## src/rtl/vga_timing_gen_if.sv

```systemverilog
`default_nettype none
// ============================================================================
// Module : vga_timing_gen_if
// Scan coordinates, sync/blank and colour between raster timing and DAC side.
// Rev    : 1.0  initial release
// ============================================================================
interface vga_timing_gen_if;
    logic signed [10:0] pixelX;
    logic signed [10:0] pixelY;
    logic               startOfFrame;
    logic               hSyncN;
    logic               vSyncN;
    logic               blankN;
    logic        [7:0]  RGBout;
    logic        [7:0]  RGBin;

    modport master (
        output pixelX, pixelY, startOfFrame, hSyncN, vSyncN, blankN, RGBout,
        input  RGBin
    );

    modport slave (
        input  pixelX, pixelY, startOfFrame, hSyncN, vSyncN, blankN, RGBout,
        output RGBin
    );
endinterface
`default_nettype wire

```

## src/rtl/vga_timing_gen.sv

```systemverilog
`default_nettype none
// ============================================================================
// Module : vga_timing_gen
// VGA raster counters, pipelined sync/blank and registered colour output.
// Rev    : 1.0  initial release
// ============================================================================
module vga_timing_gen #(
    parameter int CLK_DIV  = 2,
    parameter int PIPE_DLY = 1,
    parameter int H_ACTIVE = 640,
    parameter int H_FP     = 16,
    parameter int H_SYNC   = 96,
    parameter int H_BP     = 48,
    parameter int V_ACTIVE = 480,
    parameter int V_FP     = 10,
    parameter int V_SYNC   = 2,
    parameter int V_BP     = 33
) (
    input  wire logic        clk,
    input  wire logic        resetN,
    vga_timing_gen_if.master vga
);
    localparam int HT = H_ACTIVE + H_FP + H_SYNC + H_BP;
    localparam int VT = V_ACTIVE + V_FP + V_SYNC + V_BP;

    localparam logic [2:0]  DIV_LAST = 3'(CLK_DIV - 1);
    localparam logic [10:0] H_LAST   = 11'(HT - 1);
    localparam logic [10:0] V_LAST   = 11'(VT - 1);
    localparam logic [10:0] H_ACT    = 11'(H_ACTIVE);
    localparam logic [10:0] V_ACT    = 11'(V_ACTIVE);
    localparam logic [10:0] HS_BEG   = 11'(H_ACTIVE + H_FP);
    localparam logic [10:0] HS_END   = 11'(H_ACTIVE + H_FP + H_SYNC);
    localparam logic [10:0] VS_BEG   = 11'(V_ACTIVE + V_FP);
    localparam logic [10:0] VS_END   = 11'(V_ACTIVE + V_FP + V_SYNC);

    logic [2:0]        div_cnt;
    logic              pix_en;
    logic [10:0]       h_cnt;
    logic [10:0]       v_cnt;
    logic              h_end;
    logic              v_end;
    logic              hs0;
    logic              vs0;
    logic              bl0;
    logic              bl_tap;
    logic [PIPE_DLY:0] hs_q;
    logic [PIPE_DLY:0] vs_q;
    logic [PIPE_DLY:0] bl_q;
    logic              sof_q;
    logic [7:0]        rgb_q;

    assign pix_en = (div_cnt == DIV_LAST);
    assign h_end  = (h_cnt == H_LAST);
    assign v_end  = (v_cnt == V_LAST);

    always_ff @(posedge clk or negedge resetN) begin
        if (!resetN) begin
            div_cnt <= '0;
        end else if (pix_en) begin
            div_cnt <= '0;
        end else begin
            div_cnt <= div_cnt + 3'd1;
        end
    end

    always_ff @(posedge clk or negedge resetN) begin
        if (!resetN) begin
            h_cnt <= '0;
            v_cnt <= '0;
        end else if (pix_en) begin
            if (h_end) begin
                h_cnt <= '0;
                v_cnt <= v_end ? 11'd0 : v_cnt + 11'd1;
            end else begin
                h_cnt <= h_cnt + 11'd1;
            end
        end
    end

    // Only the wrap fires the pulse, so the frame start right after reset is silent.
    always_ff @(posedge clk or negedge resetN) begin
        if (!resetN) begin
            sof_q <= 1'b0;
        end else begin
            sof_q <= pix_en && h_end && v_end;
        end
    end

    assign hs0 = !((h_cnt >= HS_BEG) && (h_cnt < HS_END));
    assign vs0 = !((v_cnt >= VS_BEG) && (v_cnt < VS_END));
    assign bl0 = (h_cnt < H_ACT) && (v_cnt < V_ACT);

    // Index i of each delay vector holds the stage-(i+1) value.
    always_ff @(posedge clk or negedge resetN) begin
        if (!resetN) begin
            hs_q <= '1;
            vs_q <= '1;
            bl_q <= '0;
        end else begin
            hs_q[0] <= hs0;
            vs_q[0] <= vs0;
            bl_q[0] <= bl0;
            for (int i = 1; i <= PIPE_DLY; i++) begin
                hs_q[i] <= hs_q[i-1];
                vs_q[i] <= vs_q[i-1];
                bl_q[i] <= bl_q[i-1];
            end
        end
    end

    generate
        if (PIPE_DLY == 0) begin : g_tap_raw
            assign bl_tap = bl0;
        end else begin : g_tap_reg
            assign bl_tap = bl_q[PIPE_DLY-1];
        end
    endgenerate

    always_ff @(posedge clk or negedge resetN) begin
        if (!resetN) begin
            rgb_q <= '0;
        end else begin
            rgb_q <= bl_tap ? vga.RGBin : 8'h00;
        end
    end

    assign vga.pixelX       = $signed(h_cnt);
    assign vga.pixelY       = $signed(v_cnt);
    assign vga.startOfFrame = sof_q;
    assign vga.hSyncN       = hs_q[PIPE_DLY];
    assign vga.vSyncN       = vs_q[PIPE_DLY];
    assign vga.blankN       = bl_q[PIPE_DLY];
    assign vga.RGBout       = rgb_q;
endmodule
`default_nettype wire

```

## src/flat_wrapper.sv

```systemverilog
// flat-port wrapper written by rule: the top's interface ports become plain ports
module vga_timing_gen_flat 
#(
    parameter int CLK_DIV  = 2,
    parameter int PIPE_DLY = 1,
    parameter int H_ACTIVE = 640,
    parameter int H_FP     = 16,
    parameter int H_SYNC   = 96,
    parameter int H_BP     = 48,
    parameter int V_ACTIVE = 480,
    parameter int V_FP     = 10,
    parameter int V_SYNC   = 2,
    parameter int V_BP     = 33
)
  (clk, resetN, vga_pixelX, vga_pixelY, vga_startOfFrame, vga_hSyncN, vga_vSyncN, vga_blankN, vga_RGBout, vga_RGBin);
  vga_timing_gen_if vga_i ();
  input  wire logic clk;
  input  wire logic resetN;
  output wire logic [$bits(vga_i.pixelX)-1:0] vga_pixelX;
  output wire logic [$bits(vga_i.pixelY)-1:0] vga_pixelY;
  output wire logic [$bits(vga_i.startOfFrame)-1:0] vga_startOfFrame;
  output wire logic [$bits(vga_i.hSyncN)-1:0] vga_hSyncN;
  output wire logic [$bits(vga_i.vSyncN)-1:0] vga_vSyncN;
  output wire logic [$bits(vga_i.blankN)-1:0] vga_blankN;
  output wire logic [$bits(vga_i.RGBout)-1:0] vga_RGBout;
  input wire logic [$bits(vga_i.RGBin)-1:0] vga_RGBin;
  assign vga_pixelX = vga_i.pixelX;
  assign vga_pixelY = vga_i.pixelY;
  assign vga_startOfFrame = vga_i.startOfFrame;
  assign vga_hSyncN = vga_i.hSyncN;
  assign vga_vSyncN = vga_i.vSyncN;
  assign vga_blankN = vga_i.blankN;
  assign vga_RGBout = vga_i.RGBout;
  assign vga_i.RGBin = vga_RGBin;
  vga_timing_gen #(.CLK_DIV(CLK_DIV), .PIPE_DLY(PIPE_DLY), .H_ACTIVE(H_ACTIVE), .H_FP(H_FP), .H_SYNC(H_SYNC), .H_BP(H_BP), .V_ACTIVE(V_ACTIVE), .V_FP(V_FP), .V_SYNC(V_SYNC), .V_BP(V_BP)) u_core (.clk(clk), .resetN(resetN), .vga(vga_i));
endmodule
```

## config.mk

```make
export PLATFORM = sky130hd
export DESIGN_NAME = vga_timing_gen_flat
export DESIGN_NICKNAME = d
export VERILOG_FILES = /design/src/rtl/vga_timing_gen_if.sv /design/src/rtl/vga_timing_gen.sv /design/src/flat_wrapper.sv
export SDC_FILE = /design/constraint.sdc
export NUM_CORES = 1
export LEC_CHECK = 0
export BUFFER_PORTS_ARGS = -buffer_cell sky130_fd_sc_hd__buf_4
export CAP_MARGIN = 20
export CELL_PAD_IN_SITES_DETAIL_PLACEMENT = 2
export CELL_PAD_IN_SITES_GLOBAL_PLACEMENT = 2
export CORE_UTILIZATION = 30
export DETAILED_ROUTE_END_ITERATION = 8
export MAX_ROUTING_LAYER = met4
export PLACE_DENSITY = 0.87
export SETUP_SLACK_MARGIN = 0.2
export SLEW_MARGIN = 20
export SYNTH_ARGS = -nofsm -noshare
export SYNTH_HDL_FRONTEND = slang
export SYNTH_SLANG_ARGS = --single-unit
```

## constraint.sdc

```tcl
create_clock -name clk -period 2.3 [get_ports clk]
set_clock_uncertainty 0.05 [all_clocks]
set_input_delay 0.69 -clock clk [delete_from_list [all_inputs] [get_ports clk]]
set_output_delay 0.69 -clock clk [all_outputs]
set_load 0.02 [all_outputs]
```

==> results of run 1 <==
-- per-layer routing --
layer | GRT usage [%] | vias to the layer above
li1 | - | 684
met1 | 21.3 | 737
met3 | 3.95 | 7
met5 | - | -
met4 | 5.74 | 0
met2 | 26.7 | 47
-- final timing paths --
check,startpoint,endpoint,slack [ns],cells after the start
min in group clk,u_core.vs_q[0]$_DFF_PN1_,u_core.vs_q[1]$_DFF_PN1_,0.31,0
worst min-delay path,resetN,u_core.vga.pixelY[2]$_DFFE_PN0P_,0.31,1
max in group asynchronous,resetN,u_core.hs_q[0]$_DFF_PN1_,1.51,1
worst min register to register,u_core.vs_q[0]$_DFF_PN1_,u_core.vs_q[1]$_DFF_PN1_,0.31,0
worst max-delay path,u_core.div_cnt[1]$_DFF_PN0_,u_core.vga.pixelY[10]$_DFFE_PN0P_,0.20,4
worst max register to register,u_core.div_cnt[1]$_DFF_PN0_,u_core.vga.pixelY[10]$_DFFE_PN0P_,0.20,4
-- sequential cells by signal (all words and copies together), names as in the netlist --
name,cells
u_core.bl_q,2
u_core.hs_q,2
u_core.vga.pixelX,11
u_core.vga.RGBout,8
u_core.div_cnt,3
u_core.vga.startOfFrame,1
u_core.vga.pixelY,11
u_core.vs_q,2
-- metrics by stage --
stage | cell area (um2) | cells | total power [uW] | worst slack, ns
6_report | 2380 | 292 | 1250 | 0.203
2_1_floorplan | 1760 | 159 | 740 | 0.203
5_1_grt | 2380 | 292 | 1310 | 0.147
3_3_place_gp | 2180 | 275 | 776 | 0.187
4_1_cts | 2310 | 287 | 1270 | 0.180
3_5_place_dp | 2180 | 275 | 779 | 0.162
-- final cells by class --
| cell class | count | share of cell area, % |
|---|---|---|
| Clock buffer | 6 | 3.47 |
| Clock inverter | 2 | 0.421 |
| Inverter | 11 | 1.74 |
| Multi-Input combinational cell | 106 | 30.7 |
| Sequential cell | 40 | 42.5 |
| Tap cell | 72 | 3.79 |
| Timing Repair Buffer | 55 | 17.4 |
-- synthesized netlist by cell type (2+ instances only) --
library cell,count
nor2_1,6
buf_6,2
dfstp_2,4
inv_1,11
o21ai_0,7
mux2_2,2
nand2_1,11
and2_1,8
and3_1,4
or3_1,5
nand2b_1,2
mux2i_1,2
a21oi_1,6
xor2_1,3
nor4_1,7
xnor2_1,6
ha_1,3
nand3_1,10
nand4_1,3
dfrtp_1,36
-- what timing repair did --
action / 4_1_cts / 5_1_grt
gates cloned: 1 / 0
setup endpoints to repair: 1 / 10
pin swaps: 1 / 2
endpoints found under the hold margin: 0 / 0
buffers inserted: 3 / 5
gates resized for setup: 2 / 8
-- power groups by stage --
stage               Sequential [uW]  Combinational, uW  Clock (uW)
floorplan                       735               4.74           0
global placement                725               51.1           0
detailed placement              726               52.9           0
CTS                             712               53.0         502
global route                    713               55.8         537
finish                          712               50.6         487
-- logic make-up after synthesis --
| group | Yosys count | share of synthesized area, % |
|---|---|---|
| compound gates | 19 | 6.12 |
| mux | 4 | 2.42 |
| simple gates | 70 | 23.8 |
| xor+xnor | 9 | 4.48 |
| buf+inv | 14 | 3.84 |
| flops | 40 | 57.2 |
| fa+ha+maj | 3 | 2.13 |
-- worst max-delay path, stage by stage, from the launching register on --
cell and delay, ns:
dfrtp_1 0.42, or3b_4 0.44, or4_4 0.59, nor4_4 0.17, mux2_4 0.32
==> results.tsv, run 1 <==
metric	value	unit
status	finished, final reports clean	
TritonCTS Buffers	5	
Tcrit/Tclk final	91.2	%
first-pass GRT wire length	7690	um
fin crit period	2.10	ns
WL final	4890	um
Seq/Total Area, Yosys	57.2	%
wl on met1	2140	um
Area Overhead vs Synth	35.1	%
Post-synth ARST share	100	%
Pre-antenna DRT Iters	4	
PortBufs	43	
clock slew at reported path FFs	0.08	ns
synthesized flop and latch total	40	
Cells after Synth	159	
CTS root buffer	clkbuf_8	
Main synth FF type	dfrtp_1	
min-delay worst type	in -> async	
Filler cells	598	
CTS tree	yes	
most frequent cells in the layout	55 x buf_4, 33 x dfrtp_1, 11 x inv_1, 11 x nand2_1, 10 x nand3_1	
die area	6170	um2
Sw Pwr	278	uW
final setup fails	0	
row count	27	
EDFF count, synth	0	
Antenna Diode Count	0	
CTS Hold Bufs	0	
DR top layer	met4	
Post-DRT Antenna Nets	0	
max_slew headroom	60.1	%
Post-Syn Nets	172	
drt drc	0	
Post-DP HPWL	3420	um
sequential power share	57.0	%
commonest non-fill, non-tap cell in the layout	buf_4	
peak supply drop	207	uV
nature of the critical path endpoint	flop	
Layout Nets	232	
TritonCTS Sinks	40	
routed wl met2	2420	um
routed len/inst	16.8	um
Static Leak	0.00109	uW
power density over the cells	526	nW/um2
gr ovfl total	0	
post-synth top area share	51.2	%
WS Path Type	reg -> reg	
dominant cell type by area after synthesis	dfrtp_1	
RD Place Congestion	0.796	
layout cells sized above 1	36.4	%
CP arrival	2.23	ns
RSZ-0062 raised after global routing	yes	
register area	1010	um2
worst slew pin tran	0.598	ns
Hold Slack	0.310	ns
GRT Util Overall	16.9	%
DR WL met3	250	um
via count	1475	
Core Util, Final	42.6	%
CP startpoint kind	flop	
Max clock buf depth	2	
area of the multi-input gates	731	um2
# Max-Cap Violations	0	
# IOs	44	
Pins Over Slew Limit	0	
syn_area_per_cell	11.1	um2
Peak Freq	0.477	GHz
vias in the first global route	1508	
Internal	972	uW
post-DR vias/cell	5.05	
worst skew pair latency	0.29	ns
overall die height	78.6	um
DIE WIDTH	78.6	um
core box area	5570	um2
Final Hold Viols	0	
Clock power frac	39.0	%
setup TNS	0	ns
Ys Warns	0	
switching part of the total	22.3	%
library cells used by synthesis	41	
CTS H-tree depth	2	
critical path required time	2.43	ns
Logic pwr share	4.0	%
starting density of the core	31.6	%
initial antenna violation count	0	
synthesized cell area	1760	um2
top cells by area, synth	dfrtp_1 51%, dfstp_2 6.0%, xnor2_1 3.0%	
largest net degree at the start of global routing	41	
drt first-iter violations	57	
Critical Path Fanout Max	5	
Power figures use the tool's default switching activity.
==> run 2, diff against run 1 <==
BUFFER_PORTS_ARGS = -buffer_cell sky130_fd_sc_hd__clkbuf_2   (was -buffer_cell sky130_fd_sc_hd__buf_4)
CTS_BUF_LIST = sky130_fd_sc_hd__clkbuf_16   (was unset)
==> results.tsv, run 2 (synthesized netlist as in run 1, its figures left out) <==
metric	value	unit
status	finished, final reports clean	
Filler cells	616	
design area	2330	um2
vias in the first global route	1630	
Static Leak	0.00107	uW
PortBufs	43	
critical path required time	2.42	ns
Post-DRT Antenna Nets	0	
RSZ-0062 raised after global routing	yes	
Peak Freq	0.478	GHz
power density over the cells	660	nW/um2
drt drc	0	
initial antenna violation count	0	
Layout Nets	231	
Pre-antenna DRT Iters	4	
overall die height	78.6	um
CTS root buffer	clkbuf_16	
commonest non-fill, non-tap cell in the layout	clkbuf_2	
DIE WIDTH	78.6	um
row count	27	
final setup fails	0	
GRT Util Overall	18.7	%
Tcrit/Tclk final	90.9	%
core box area	5570	um2
Worst R2R Setup Slack	0.21	ns
Core Util, Final	41.8	%
WS Path Type	reg -> reg	
clock slew at reported path FFs	0.06	ns
worst skew pair latency	0.28	ns
Post-DP HPWL	3370	um
TritonCTS Buffers	5	
CTS tree	yes	
Pins Over Slew Limit	0	
layout cells sized above 1	34.7	%
min-delay worst type	reg -> reg	
Area after DPL	2080	um2
max_slew headroom	65.7	%
CP startpoint kind	flop	
setup TNS	0	ns
# IOs	44	
drt first-iter violations	43	
Final Hold Viols	0	
gr ovfl total	0	
Antenna Diode Count	0	
CTS H-tree depth	2	
via count	1486	
routed len/inst	18.1	um
RD Place Congestion	0.761	
CP arrival	2.21	ns
# Max-Cap Violations	0	
fin crit period	2.09	ns
starting density of the core	31.6	%
area of the multi-input gates	724	um2
die area	6170	um2
nature of the critical path endpoint	flop	
post-DR vias/cell	5.11	
peak supply drop	269	uV
WL final	5260	um
largest net degree at the start of global routing	41	
register area	1010	um2
Critical Path Fanout Max	7	
worst slew pin tran	0.509	ns
first-pass GRT wire length	8350	um
most frequent cells in the layout	43 x clkbuf_2, 36 x dfrtp_1, 12 x inv_1, 12 x buf_4, 11 x nand2_1	
Area Overhead vs Synth	32.5	%
TritonCTS Sinks	40	
Max clock buf depth	2	
## run 2: cell count changes in the layout (fill, tap and decap cells not counted), moves of 3 or more
cell,delta
dfrtp_1,+3
buf_4,-43
clkbuf_8,-6
dfrtp_2,-3
clkbuf_16,+5
clkbuf_2,+43
## run 2: power breakdown
| group | internal (uW) | total [uW] | leakage (uW) | switching, uW |
|---|---|---|---|---|
| logic | 14.8 | 43.9 | 0.000487 | 29.1 |
| registers | 711 | 713 | 0.000502 | 1.87 |
| clock network | 506 | 781 | 0.0000850 | 275 |
## run 2: per-layer routing
metal / GRT usage, % / share of wire, %
met5: - / 0
met2: 31.9 / 51
met1: 21.1 / 42
met3: 4.19 / 4.4
met4: 7.59 / 2.2
## run 2: worst max-delay path, cell delays in order, from the launching register on
cell and delay [ns]:
dfrtp_1 0.41, or3b_4 0.41, buf_4 0.18, nor4_2 0.39, buf_4 0.21, nor2_1 0.05, mux2_2 0.26
## run 2: area by class of cell
cell class / instances / share of cell area [%]
clock inverter: 3 / 1.66
clock buffer: 5 / 5.37
inverter: 11 / 1.77
timing repair buffer: 55 / 13.1
sequential: 40 / 43.2
tap: 72 / 3.86
multi-input combinational: 105 / 31.1
## run 2: worst paths after layout
check | start | cells past startpoint | end
max in group asynchronous | resetN | 2 | u_core.vs_q[0]$_DFF_PN1_
hold / removal | u_core.vs_q[0]$_DFF_PN1_ | 0 | u_core.vs_q[1]$_DFF_PN1_
setup / recovery | u_core.div_cnt[1]$_DFF_PN0_ | 6 | u_core.vga.pixelX[10]$_DFFE_PN0N_
min in group asynchronous | resetN | 2 | u_core.vga.pixelY[6]$_DFFE_PN0P_
hold reg to reg | u_core.vs_q[0]$_DFF_PN1_ | 0 | u_core.vs_q[1]$_DFF_PN1_
setup reg to reg | u_core.div_cnt[1]$_DFF_PN0_ | 6 | u_core.vga.pixelX[10]$_DFFE_PN0N_
## run 2: stage by stage
stage                     setup WS [ns]  std cells  hold WS [ns]  total power, uW
final                             0.209        291         0.308             1540
after global routing             0.0806        291         0.313             1590
after CTS                         0.208        288         0.310             1550
after detailed placement          0.179        277         0.302              772
after global placement            0.192        277         0.296              769
after floorplan                   0.203        159         0.295              740
## run 2: what timing repair did
item	in CTS	in global routing
hold buffers	0	0
gates resized for setup	1	5
setup endpoints to repair	2	9
buffers inserted	3	3
pin swaps	1	1
